$ cat src/rtl/booth_arb_pkg.sv
// booth_arb_pkg
//   Shared definitions for the Booth multiplier arbiter slice:
//   - state_t : control FSM encoding (IDLE / BUSY / DONE)
//   - ADD/SUB : Booth pair codes for {x[i], x[i-1]}
//   - idw_of  : requester-index width helper (at least one bit)
//   The top module's file header names the optional build macro.
package booth_arb_pkg;

  typedef enum logic [1:0] {
    IDLE = 2'd0,
    BUSY = 2'd1,
    DONE = 2'd2
  } state_t;

  localparam logic [1:0] ADD = 2'b01;
  localparam logic [1:0] SUB = 2'b10;

  function automatic int idw_of(input int n);
    return (n > 1) ? $clog2(n) : 1;
  endfunction

endpackage

$ cat src/rtl/booth_seq_core.sv
// booth_seq_core
//   Iterative radix-2 Booth datapath. It retires one multiplier bit per step.
//   Ports:
//     clk, rst_n : clock and synchronous active-low reset
//     load       : capture x (multiplier) and y (multiplicand), clear accumulator
//     step       : perform one Booth add/sub followed by an arithmetic shift
//     x, y       : W-bit signed operands
//     z          : 2W-bit signed product, valid after W steps
//   The multiplicand is sign-extended to W+1 bits. The high accumulator half is
//   also W+1 bits. This keeps -2^(W-1) exact without a correction step.
module booth_seq_core
  import booth_arb_pkg::*;
#(
  parameter int W = 4
) (
  input  logic           clk,
  input  logic           rst_n,
  input  logic           load,
  input  logic           step,
  input  logic [W-1:0]   x,
  input  logic [W-1:0]   y,
  output logic [2*W-1:0] z
);

  // The shift register is {a_reg, q_reg}, which is 2W+1 bits. q1_reg holds x[i-1].
  logic [W:0]   a_reg;
  logic [W:0]   a_next;
  logic [W:0]   m_reg;
  logic [W-1:0] q_reg;
  logic [W-1:0] q_next;
  logic         q1_reg;
  logic         q1_next;
  logic [W:0]   a_sum;

  always_comb begin
    a_sum = a_reg;
    case ({q_reg[0], q1_reg})
      ADD:     a_sum = a_reg + m_reg;
      SUB:     a_sum = a_reg - m_reg;
      default: a_sum = a_reg;
    endcase
    // Shift the whole {A, Q, q1} chain arithmetically right by one.
    a_next  = {a_sum[W], a_sum[W:1]};
    q_next  = {a_sum[0], q_reg[W-1:1]};
    q1_next = q_reg[0];
  end

  always_ff @(posedge clk) begin
    if (!rst_n) begin
      a_reg  <= '0;
      m_reg  <= '0;
      q_reg  <= '0;
      q1_reg <= 1'b0;
    end else if (load) begin
      a_reg  <= '0;
      m_reg  <= {y[W-1], y};
      q_reg  <= x;
      q1_reg <= 1'b0;
    end else if (step) begin
      a_reg  <= a_next;
      q_reg  <= q_next;
      q1_reg <= q1_next;
    end
  end

  // After W steps the top accumulator bit only repeats the sign bit.
  assign z = {a_reg[W-1:0], q_reg};

endmodule

$ cat src/rtl/booth_mul_arbiter.sv
// booth_mul_arbiter
//   Shares one iterative Booth multiplier among N requesters.
//   Ports:
//     clk, rst_n  : clock and synchronous active-low reset
//     req_valid   : per-requester request (N)
//     req_ready   : one-hot grant while IDLE, otherwise zero (N)
//     req_x/req_y : packed operands, requester i at [i*W +: W]
//     rsp_valid   : registered product valid
//     rsp_ready   : consumer accept
//     rsp_id      : index of the requester that owns rsp_z
//     rsp_z       : signed 2W-bit product
//   Build option: BOOTH_ARB_RR_EN selects round-robin arbitration that starts
//   its search at rr_ptr. When the macro is not defined, arbitration is fixed
//   priority and the lowest index wins.
//   Timing: an accept in cycle t gives rsp_valid high in cycle t+W+1.
module booth_mul_arbiter
  import booth_arb_pkg::*;
#(
  parameter  int N   = 4,
  parameter  int W   = 4,
  localparam int IDW = idw_of(N)
) (
  input  logic           clk,
  input  logic           rst_n,
  input  logic [N-1:0]   req_valid,
  output logic [N-1:0]   req_ready,
  input  logic [N*W-1:0] req_x,
  input  logic [N*W-1:0] req_y,
  output logic           rsp_valid,
  input  logic           rsp_ready,
  output logic [IDW-1:0] rsp_id,
  output logic [2*W-1:0] rsp_z
);

  localparam int CW = (W > 1) ? $clog2(W) : 1;

  state_t         state_reg;
  state_t         state_next;
  logic [CW-1:0]  cnt_reg;
  logic [CW-1:0]  cnt_next;
  logic [IDW-1:0] rsp_id_reg;
  logic           rsp_valid_reg;
  logic [N-1:0]   grant;
  logic [IDW-1:0] grant_idx;
  logic           found;
  logic           load;
  logic           step;
  logic [W-1:0]   sel_x;
  logic [W-1:0]   sel_y;

  // Arbiter
`ifdef BOOTH_ARB_RR_EN
  logic [IDW-1:0] rr_ptr_reg;
  logic [IDW:0]   pos;
  logic [IDW-1:0] pos_idx;

  always_comb begin
    grant     = '0;
    grant_idx = '0;
    found     = 1'b0;
    pos       = '0;
    pos_idx   = '0;
    for (int k = 0; k < N; k++) begin
      // Walk upward from rr_ptr and wrap modulo N.
      pos = {1'b0, rr_ptr_reg} + (IDW+1)'(k);
      if (pos >= (IDW+1)'(N)) pos = pos - (IDW+1)'(N);
      pos_idx = pos[IDW-1:0];
      if (!found && req_valid[pos_idx]) begin
        grant[pos_idx] = 1'b1;
        grant_idx      = pos_idx;
        found          = 1'b1;
      end
    end
  end

  always_ff @(posedge clk) begin
    if (!rst_n) begin
      rr_ptr_reg <= '0;
    end else if (load) begin
      rr_ptr_reg <= (grant_idx == IDW'(N-1)) ? '0 : grant_idx + 1'b1;
    end
  end
`else
  always_comb begin
    grant     = '0;
    grant_idx = '0;
    found     = 1'b0;
    for (int k = 0; k < N; k++) begin
      if (!found && req_valid[k]) begin
        grant[k]  = 1'b1;
        grant_idx = IDW'(k);
        found     = 1'b1;
      end
    end
  end
`endif

  // Requesters are masked while reset is asserted, so a grant cannot be taken during reset.
  assign req_ready = (state_reg == IDLE && rst_n) ? grant : '0;

  // Control FSM
  always_comb begin
    state_next = state_reg;
    cnt_next   = cnt_reg;
    load       = 1'b0;
    step       = 1'b0;
    case (state_reg)
      IDLE: begin
        if (found) begin
          load       = 1'b1;
          cnt_next   = '0;
          state_next = BUSY;
        end
      end
      BUSY: begin
        step     = 1'b1;
        cnt_next = cnt_reg + 1'b1;
        if (cnt_reg == CW'(W-1)) state_next = DONE;
      end
      DONE: begin
        if (rsp_ready) state_next = IDLE;
      end
      default: state_next = IDLE;
    endcase
  end

  always_ff @(posedge clk) begin
    if (!rst_n) begin
      state_reg     <= IDLE;
      cnt_reg       <= '0;
      rsp_id_reg    <= '0;
      rsp_valid_reg <= 1'b0;
    end else begin
      state_reg     <= state_next;
      cnt_reg       <= cnt_next;
      rsp_valid_reg <= (state_next == DONE);
      if (load) rsp_id_reg <= grant_idx;
    end
  end

  assign sel_x = req_x[grant_idx*W +: W];
  assign sel_y = req_y[grant_idx*W +: W];

  booth_seq_core #(.W(W)) u_core (
    .clk   (clk),
    .rst_n (rst_n),
    .load  (load),
    .step  (step),
    .x     (sel_x),
    .y     (sel_y),
    .z     (rsp_z)
  );

  assign rsp_valid = rsp_valid_reg;
  assign rsp_id    = rsp_id_reg;

endmodule

$ cat config.mk
export PLATFORM = sky130hd
export DESIGN_NAME = booth_mul_arbiter
export DESIGN_NICKNAME = d
export VERILOG_FILES = /design/src/rtl/booth_arb_pkg.sv /design/src/rtl/booth_seq_core.sv /design/src/rtl/booth_mul_arbiter.sv
export SDC_FILE = /design/constraint.sdc
export NUM_CORES = 1
export LEC_CHECK = 0
export ABC_AREA = 0
export CORE_MARGIN = 4
export CORE_UTILIZATION = 61
export CTS_CLUSTER_DIAMETER = 150
export DETAILED_ROUTE_END_ITERATION = 8
export DONT_BUFFER_PORTS = 1
export GPL_TIMING_DRIVEN = 0
export PLACE_DENSITY = 0.76
export SLEW_MARGIN = 20
export SYNTH_ARGS = -nofsm -noshare
export SYNTH_HDL_FRONTEND = slang
export SYNTH_SLANG_ARGS = --single-unit
$ cat constraint.sdc
create_clock -name clk -period 5.2 [get_ports clk]
set_input_delay 0.52 -clock clk [delete_from_list [all_inputs] [get_ports clk]]
set_output_delay 0.52 -clock clk [all_outputs]
set_load 0.03 [all_outputs]
==> run_summary.xml <==
<?xml version="1.0" encoding="UTF-8"?>
<metrics>
  <group name="run_status">
    <metric name="status" unit="">finished, final reports clean</metric>
  </group>
  <group name="critical_path">
    <metric name="critical_path.max_stage_delay" unit="ns">0.57</metric>
    <metric name="worstSetupEndpointType" unit="">flip-flop</metric>
    <metric name="arrival_time_at_the_worst_endpoint" unit="ns">3.01</metric>
    <metric name="cell_by_cell_trace_of_the_critical_path" unit="">ha_1, mux2_2, fa_1, nand2b_1, a21oi_1, xnor2_1, or4_1, a21oi_1</metric>
    <metric name="critical_path.max_fanout" unit="">5</metric>
    <metric name="required_time_of_the_critical_path" unit="ns">5.44</metric>
    <metric name="cp_common_cell" unit="">sky130_fd_sc_hd__a21oi_1</metric>
    <metric name="cp_slowest_cell" unit="">sky130_fd_sc_hd__dfxtp_1</metric>
    <metric name="critPathLaunchType" unit="">flip-flop</metric>
    <metric name="setup.worst_path.class" unit="">flip-flop to flip-flop</metric>
  </group>
  <group name="clock_network">
    <metric name="clk-insertion-delay-late" unit="ns">0.30</metric>
    <metric name="tritoncts_clock_tree" unit="">built</metric>
    <metric name="cts_setup_buffers" unit="">0</metric>
    <metric name="cts_resized" unit="">0</metric>
    <metric name="htree_levels" unit="">1</metric>
    <metric name="clock_tree.root_cell" unit="">sky130_fd_sc_hd__clkbuf_4</metric>
    <metric name="cts-buffers-inserted" unit="">3</metric>
    <metric name="cts_max_path_buffers" unit="">2</metric>
    <metric name="count_of_hold_buffers_inserted_by_post_cts_repair" unit="">0</metric>
    <metric name="numClockSinks" unit="">20</metric>
    <metric name="worst_setup_hold_path_clk_slew" unit="ns">0.12</metric>
  </group>
  <group name="finish">
    <metric name="fill_cells" unit="">166</metric>
    <metric name="drive_gt1_share" unit="%">9.39</metric>
    <metric name="final_common_cell" unit="">sky130_fd_sc_hd__a21oi_1</metric>
    <metric name="fin_area" unit="um^2">1440</metric>
    <metric name="final_stage_net_count" unit="">229</metric>
    <metric name="mostFrequentLayoutCells" unit="">sky130_fd_sc_hd__a21oi_1 (25), sky130_fd_sc_hd__dfxtp_1 (20), sky130_fd_sc_hd__nor2_1 (19)</metric>
    <metric name="antenna_cells" unit="">0</metric>
    <metric name="area.sequential" unit="um^2">400</metric>
    <metric name="layout-area-overhead-vs-synth" unit="%">6.37</metric>
    <metric name="multiInputGateArea" unit="um^2">875</metric>
  </group>
  <group name="die">
    <metric name="floorplan.die_area" unit="um^2">3040</metric>
    <metric name="core" unit="um^2">2040</metric>
    <metric name="die_height" unit="um">55.1</metric>
    <metric name="die_x" unit="um">55.1</metric>
    <metric name="std_cell_rows" unit="">16</metric>
    <metric name="initial_utilization" unit="%">66.4</metric>
    <metric name="io_pins" unit="">54</metric>
  </group>
  <group name="timing">
    <metric name="unrepaired_setup_endpoints_after_global_routing" unit="">no</metric>
    <metric name="setup-tns-final" unit="ns">0</metric>
    <metric name="final.period_utilization" unit="%">53.2</metric>
    <metric name="drv_slew" unit="">0</metric>
    <metric name="fin_crit" unit="ns">2.77</metric>
    <metric name="hold_viol_final" unit="">0</metric>
    <metric name="setup_violations" unit="">0</metric>
    <metric name="fmax" unit="GHz">0.361</metric>
    <metric name="worst_clock_skew" unit="ns">0.00259</metric>
    <metric name="slew_headroom" unit="%">63.2</metric>
    <metric name="timing_worst_slew_pin_value" unit="ns">0.550</metric>
  </group>
  <group name="global_routing">
    <metric name="globalRouteOverflowTotal" unit="">0</metric>
    <metric name="grt_start_max_net_pins" unit="">13</metric>
    <metric name="antenna_violations_before_repair" unit="">0</metric>
    <metric name="wire_length_of_the_first_global_routing_pass" unit="um">5180</metric>
    <metric name="global_route.usage.total" unit="%">23.2</metric>
    <metric name="grt_pass1_vias" unit="">1296</metric>
  </group>
  <group name="run">
    <metric name="max_cap_violations" unit="">0</metric>
  </group>
  <group name="logic_synthesis">
    <metric name="ys_types" unit="">44</metric>
    <metric name="synth_top_area_share" unit="%">29.5</metric>
    <metric name="yosysSeqAreaShare" unit="%">29.5</metric>
    <metric name="synth_top_cells_by_area" unit="">sky130_fd_sc_hd__dfxtp_1 (30%), sky130_fd_sc_hd__a21oi_1 (9.2%), sky130_fd_sc_hd__ha_1 (6.5%)</metric>
    <metric name="synth_largest_area_cell" unit="">sky130_fd_sc_hd__dfxtp_1</metric>
    <metric name="yosysWarningCount" unit="">0</metric>
    <metric name="count_of_flip_flops_with_a_built_in_enable_after_synthesis" unit="">0</metric>
    <metric name="post_synth.cell_area_avg" unit="um^2">7.66</metric>
    <metric name="postSynthNetCount" unit="">224</metric>
    <metric name="async_set_or_reset_register_ratio_after_synthesis" unit="%">0</metric>
    <metric name="synth-main-ff-cell" unit="">sky130_fd_sc_hd__dfxtp_1</metric>
    <metric name="synth_area" unit="um^2">1360</metric>
    <metric name="synthesis_stage_register_bit_count" unit="">20</metric>
    <metric name="post_synth_inst_count" unit="">177</metric>
  </group>
  <group name="detailed_routing">
    <metric name="via_count" unit="">1283</metric>
    <metric name="first_iter_violations" unit="">35</metric>
    <metric name="avgViaCountPerCell" unit="">6.17</metric>
    <metric name="detail-route-antenna-nets" unit="">0</metric>
    <metric name="route.final.wire_length" unit="um">3160</metric>
    <metric name="firstDrtPassIters" unit="">4</metric>
    <metric name="remaining_design_rule_violation_count" unit="">0</metric>
    <metric name="routed_wl_per_cell" unit="um">15.2</metric>
  </group>
  <group name="placement">
    <metric name="gpl.final_weighted_congestion" unit="">0.792</metric>
    <metric name="dpl.hpwl" unit="um">2530</metric>
    <metric name="dpl_cell_area" unit="um^2">1390</metric>
    <metric name="placement.io_buffers" unit="">0</metric>
  </group>
  <group name="pwr">
    <metric name="p_leak" unit="nW">0.528</metric>
    <metric name="power.total" unit="uW">437</metric>
    <metric name="power_density" unit="nW/um^2">303</metric>
    <metric name="vdd_drop_max" unit="V">0.000205</metric>
  </group>
  <group name="min_path">
    <metric name="class_of_the_tightest_hold_or_removal_check" unit="">input pin to flip-flop</metric>
  </group>
</metrics>
## metrics by stage
step	hold WS [ns]	utilization [%]	worst slack [ns]	std cells
5_1_grt	0.419	70.6	2.25	208
4_1_cts	0.406	70.6	2.41	208
6_report	0.409	70.6	2.43	208
3_3_place_gp	0.442	68.0	2.50	204
3_5_place_dp	0.453	68.0	2.45	204
2_1_floorplan	0.434	-	2.66	177
## final timing paths
kind / from / endpoint / slack, ns / depth (start not counted)
worst max-delay path: u_core.q_reg[0]$_SDFFE_PN0P_ / u_core.a_reg[3]$_SDFFE_PP0P_ / 2.43 / 8
worst max register to register: u_core.q_reg[0]$_SDFFE_PN0P_ / u_core.a_reg[3]$_SDFFE_PP0P_ / 2.43 / 8
worst min-delay path: req_y[3] / u_core.m_reg[3]$_SDFFE_PN0P_ / 0.41 / 2
worst min register to register: u_core.q1_reg$_SDFFE_PP0P_ / u_core.q1_reg$_SDFFE_PP0P_ / 0.48 / 2
## power by group
part           internal [mW]  switching [mW]
logic                 0.0532          0.0699
registers              0.164          0.0219
clock network         0.0779          0.0500
total                  0.295           0.142
## critical path, delay by kind of cell (launching register included)
kind	cells	cell delay, ns
mux	1	0.40
simple gates	2	0.56
fa+ha+maj	2	0.76
compound gates	2	0.31
xor+xnor	1	0.11
flops	1	0.57
## cell usage after synthesis (3+ instances only)
| master | n |
|---|---|
| sky130_fd_sc_hd__a21oi_1 | 25 |
| sky130_fd_sc_hd__a221oi_1 | 4 |
| sky130_fd_sc_hd__a31oi_1 | 3 |
| sky130_fd_sc_hd__buf_2 | 3 |
| sky130_fd_sc_hd__clkbuf_1 | 4 |
| sky130_fd_sc_hd__dfxtp_1 | 20 |
| sky130_fd_sc_hd__ha_1 | 7 |
| sky130_fd_sc_hd__inv_1 | 7 |
| sky130_fd_sc_hd__nand2_1 | 11 |
| sky130_fd_sc_hd__nand2b_1 | 6 |
| sky130_fd_sc_hd__nand3_1 | 6 |
| sky130_fd_sc_hd__nor2_1 | 19 |
| sky130_fd_sc_hd__nor2b_1 | 6 |
| sky130_fd_sc_hd__nor3_1 | 9 |
| sky130_fd_sc_hd__o211ai_1 | 3 |
| sky130_fd_sc_hd__o21ai_0 | 10 |
| sky130_fd_sc_hd__o22ai_1 | 3 |
| sky130_fd_sc_hd__xnor2_1 | 3 |
## cells by family (layout without fill, tap and decap cells)
family          after synthesis  after routing  share of synthesized area, %
compound gates               59             59                          27.8
xor+xnor                      4              4                          2.59
fa+ha+maj                     8              8                          7.94
buf+inv                      18             22                          5.91
flops                        20             20                          29.5
mux                           1              1                         0.831
simple gates                 67             67                          25.4
## layer usage
layer / share of wire (%) / up-vias / global-route usage (%)
met5: 0 / - / 0
met4: 0.92 / 0 / 6.88
met3: 9.3 / 4 / 6.97
met2: 46 / 64 / 39.2
met1: 43 / 574 / 28.3
li1: - / 641 / -
## cell type report
| class | count | area share [%] |
|---|---|---|
| Multi-Input combinational cell | 139 | 60.7 |
| Clock inverter | 1 | 2.08 |
| Sequential cell | 20 | 27.8 |
| Inverter | 8 | 2.08 |
| Clock buffer | 3 | 1.56 |
| Tap cell | 27 | 2.34 |
| Buffer | 10 | 3.47 |
No activity file was read; power rests on OpenSTA's default activity.
==> RTL edit 1 (config.mk and constraints unchanged) <==
Build with the macro `BOOTH_ARB_RR_EN` defined.
--- a/src/rtl/booth_mul_arbiter.sv
+++ b/src/rtl/booth_mul_arbiter.sv
@@ -15,2 +15,4 @@
 //   Timing: an accept in cycle t gives rsp_valid high in cycle t+W+1.
+`define BOOTH_ARB_RR_EN
+
 module booth_mul_arbiter
Function: changed (Yosys sat finds a counterexample within 10 cycles, from zero or initial values and one cycle with rst_n low).
==> RTL edit 1 against the unedited design <==
Clock power rose by 23%; critical path depth rose by 4; worst hold slack improved by 0.049 ns; non-clock buffer count rose by 10; critical path type is now reg2out; synthesized area rose by 65%; combinational power rose to 4.7 times the old value; power rose by 130%; register-to-register slack got worse by 0.86 ns; clock skew rose by 0.0050 ns; design area rose by 64%; highest routed layer unchanged; worst setup slack got worse by 1.5 ns; sequential cell count rose by 2; via count rose by 73%; routed wire length rose by 87%.
==> RTL edit 1: results (changes against the unedited design) <==
outcome - completed
worst skew pair latency - 0.26 ns (-0.04 ns)
wl on met1 - 2558 um (+87%)
layout cells sized above 1 - 0.1122 (+0.01832)
Least-Margin Pin Slew - 0.6398 ns (+0.08975 ns)
Total GRT Usage - 0.2537 (+0.02147)
crit-path max FO - 10 (+5)
met3 WL post-DR - 767 um (+160%)
P_int - 0.0005505 W (+86%)
Worst Reg-to-Reg Cells - 11 (+3)
count leader, synth - nor2_1
register-to-register setup slack - 1.57 ns (-0.86 ns)
Fin Clk Skew - 0.007629 ns (+0.005040 ns)
Synth top area share - 0.1969 (-0.09861)
fraction of met2 tracks used by global routing - 0.3790 (-0.01271)
setup bufs post-CTS - 0 (unchanged)
HPWL Detailed - 4632 um (+83%)
vias in the first global route - 1930 (+49%)
routed via count - 2220 (+73%)
H-Tree Depth - 1 (unchanged)
Area contributors post-synth - dfxtp_1 (20%), ha_1 (7.8%), nor2_1 (6.2%)
met2 wire len - 2530 um (+73%)
Final GP Congestion - 0.8530 (+7.7%)
CP max-delay cell - mux4_2
global-route wire length before repair - 9114 um (+76%)
post-synthesis sequential area ratio - 0.1969 (-0.09861)
cell family with most CP delay - buffers and inverters
WL/cell - 17.40 um (+15%)
met3 usage in global routing - 0.07618 (+0.006470)
fillers - 315 (+90%)
VDD IR max - 254.1 uV (+24%)
top post-synthesis cells by count - nor2_1 (37), nand2_1 (25), dfxtp_1 (22)
Clock Path Buffers - 2 (unchanged)
met1 Resource Use GR - 0.3596 (+0.07671)
synth unique cells - 56 (+27%)
I/O Buffers - 0 (unchanged)
leakage power - 0.9138 nW (+73%)
clock slew at reported path FFs - 0.08 ns (-0.04 ns)
DR iter-0 viols - 156 (+350%)
Root Buffer Master - clkbuf_8
largest net degree at the start of global routing - 14 (+1)
number of iterations in the first detailed-routing pass - 6 (+2)
syn nets - 344 (+54%)
Nets - 349 (+52%)
slowest stage delay, CP - 0.61 ns (+0.04 ns)
[RTL edit 1: changes by cell type after synthesis, sizes merged, moves of 5 or more]
cell,change
ha,+7
nand3,+5
nor2,+18
inv,+11
buf,+7
mux2,+6
o221ai,+7
o211ai,+5
o21ai,+9
mux2i,+5
a21oi,-13
nand2,+14
o2111ai,+6
[RTL edit 1: cells by family after synthesis]
group / after synthesis / synth area share
AND/OR/NAND/NOR: 107 / 0.2355
buffers and inverters: 40 / 0.08501
flip-flops: 22 / 0.1969
AO/OA/AOI/OAI: 85 / 0.2707
XOR/XNOR: 5 / 0.01958
adder cells (fa/ha/maj): 15 / 0.08725
multiplexers: 16 / 0.1051
[RTL edit 1: final timing paths]
path	start	end
setup / recovery	rr_ptr_reg[0]$_SDFFE_PN0P_	req_ready[2]
hold / removal	req_y[11]	u_core.m_reg[3]$_SDFFE_PN0P_
setup reg to reg	rr_ptr_reg[0]$_SDFFE_PN0P_	u_core.m_reg[0]$_SDFFE_PN0P_
hold reg to reg	u_core.q1_reg$_SDFFE_PP0P_	u_core.q1_reg$_SDFFE_PP0P_
[RTL edit 1: final cells by class]
cell class,instances,area (um2),share of cell area
Clock inverter,1,30.03,0.01269
Clock buffer,3,41.29,0.01745
Sequential cell,22,440.4,0.1861
Inverter,20,75.07,0.03173
Buffer,20,115.1,0.04865
Multi-Input combinational cell,228,1607,0.6790
Tap cell,46,57.56,0.02433
[RTL edit 1: power by group through the flow]
| stage | logic (W) | registers (W) | clock network, W |
|---|---|---|---|
| after floorplan | 0.000467 | 0.000253 | 0 |
| after global placement | 0.000556 | 0.000264 | 0 |
| after detailed placement | 0.000569 | 0.000265 | 0 |
| after CTS | 0.000574 | 0.000261 | 0.000162 |
| after global routing | 0.000646 | 0.000266 | 0.000168 |
| final | 0.000583 | 0.000261 | 0.000158 |
[RTL edit 1: metrics by stage]
| stage | util | setup WS [ns] | std cells | area (um2) | hold WS (ns) |
|---|---|---|---|---|---|
| 2_1_floorplan | - | 1.757 | 290 | 2237 | 0.4363 |
| 3_3_place_gp | 0.6667 | 1.266 | 336 | 2295 | 0.4441 |
| 3_5_place_dp | 0.6667 | 1.237 | 336 | 2295 | 0.4554 |
| 4_1_cts | 0.6874 | 0.9456 | 340 | 2366 | 0.4547 |
| 5_1_grt | 0.6874 | 0.6432 | 340 | 2366 | 0.4478 |
| 6_report | 0.6874 | 0.9157 | 340 | 2366 | 0.4580 |
[RTL edit 1: worst reg2reg max path: cells and delay by family (launching register included)]
| family | cells | cell delay (ns) |
|---|---|---|
| flip-flops | 1 | 0.45 |
| buffers and inverters | 5 | 1.07 |
| AO/OA/AOI/OAI | 3 | 0.71 |
| multiplexers | 1 | 0.61 |
| AND/OR/NAND/NOR | 1 | 0.23 |
| adder cells (fa/ha/maj) | 1 | 0.42 |
==> RTL edit 2 (config.mk and constraints unchanged) <==
Made on the original files. The 3 states of `state_t` get a one-hot encoding in 3 bits.
--- a/src/rtl/booth_arb_pkg.sv
+++ b/src/rtl/booth_arb_pkg.sv
@@ -8,6 +8,6 @@
 
-  typedef enum logic [1:0] {
-    IDLE = 2'd0,
-    BUSY = 2'd1,
-    DONE = 2'd2
+  typedef enum logic [2:0] {
+    IDLE = 3'b001,
+    BUSY = 3'b010,
+    DONE = 3'b100
   } state_t;
Formal check against the unedited RTL: no difference found for any inputs over 10 cycles, from zero or initial values and one cycle with rst_n low; not proved beyond that.
==> RTL edit 2 against the unedited design <==
Design area is 5.6% higher; worst setup slack better by 0.075 ns; combinational power is 50% higher; sequential cell count is 1 higher; synthesized area is 7.8% higher; critical path depth is 1 higher; non-clock buffer count is 3 higher; routed wire length is 11% higher; power is 8.2% higher; via count is 8.2% higher.
==> RTL edit 2: results (changes against the unedited design) <==
routed via count - 1388 (+8.2%)
Worst Path Arrival - 2.92 ns (-0.09 ns)
VDD IR max - 209.5 uV (+2.3%)
met3 WL post-DR - 319 um (+8.5%)
Final Hold Slack - 0.3763 ns (-0.03266 ns)
top post-synthesis cells by count - dfxtp_1 (21), nor2_1 (20), a21oi_1 (19)
Nets - 240 (+4.8%)
met1 Resource Use GR - 0.2629 (-0.02006)
global-route wire length before repair - 5885 um (+14%)
relative slew slack - 0.6354 (+0.003407)
P_int - 0.0002894 W (-2.0%)
DRT Wirelength - 3509 um (+11%)
register-to-register setup slack - 2.51 ns (+0.07 ns)
DR iter-0 viols - 59 (+69%)
post-synthesis sequential area ratio - 0.2879 (-0.007558)
Synth Instances - 188 (+6.2%)
drt via density - 6.309 (+2.3%)
Area contributors post-synth - dfxtp_1 (29%), a21oi_1 (6.5%), ha_1 (6.0%)
layout cells sized above 1 - 0.1094 (+0.01545)
vias in the first global route - 1305 (+0.69%)
HPWL Detailed - 2777 um (+9.8%)
fraction of met2 tracks used by global routing - 0.3899 (-0.001846)
Final GP Congestion - 0.8126 (+2.6%)
outcome - completed
Worst Reg-to-Reg Cells - 9 (+1)
# placed instances - 216 (+5.9%)
Fin Clk Skew - 0.004827 ns (+0.002238 ns)
synth unique cells - 40 (-9.1%)
Total GRT Usage - 0.2228 (-0.009477)
pre-CTS setup slack - 2.562 ns (+0.1154 ns)
class of the worst hold path - in2reg
leakage power - 0.5602 nW (+6.1%)
syn nets - 235 (+4.9%)
met2 wire len - 1698 um (+16%)
fillers - 203 (+22%)
==> RTL edit 2: cell count changes in the layout (fill, tap and decap cells not counted), moves of 4 or more <==
cell,before,now
a22oi_1,1,5
o21ai_1,0,10
o22ai_1,3,9
a211oi_1,1,8
a21oi_1,25,19
mux2_2,1,5
a221oi_1,4,0
nor3_1,9,4
==> RTL edit 2: cells by family after synthesis <==
group / Yosys count / synth area share
xor gates and xnor gates: 4 / 0.02400
DFF: 21 / 0.2879
muxes: 5 / 0.03856
buffers and inverters: 22 / 0.07112
and+or+nand+nor: 62 / 0.2297
adders and majority gates: 8 / 0.07369
AOI/OAI and AO/OA: 66 / 0.2751
==> RTL edit 2: power groups by stage <==
stage                     combinational, W   clock, W  sequential, W
after global routing              0.000208  0.0000869       0.000212
after global placement            0.000176          0       0.000211
final                             0.000184  0.0000810       0.000208
after CTS                         0.000185  0.0000826       0.000208
after floorplan                   0.000153          0       0.000207
after detailed placement          0.000184          0       0.000212
==> RTL edit 2: worst max path at each step <==
stage,endpoint,slack (ns),cells after the start
finish,u_core.a_reg[2]$_SDFFE_PP0P_,2.51,9
CTS,u_core.a_reg[2]$_SDFFE_PP0P_,2.54,9
detailed placement,u_core.a_reg[2]$_SDFFE_PP0P_,2.56,9
floorplan,u_core.a_reg[2]$_SDFFE_PP0P_,2.76,9
global route,u_core.a_reg[2]$_SDFFE_PP0P_,2.39,9
global placement,u_core.a_reg[2]$_SDFFE_PP0P_,2.61,9
==> RTL edit 2: cell type report <==
class | count | area (um2) | share of cell area
clock inverter | 1 | 5.005 | 0.003287
clock buffer | 3 | 22.52 | 0.01479
buffer | 13 | 70.07 | 0.04601
sequential | 21 | 420.4 | 0.2761
tap | 28 | 35.03 | 0.02301
inverter | 9 | 33.78 | 0.02219
multi-input combinational | 145 | 935.9 | 0.6146
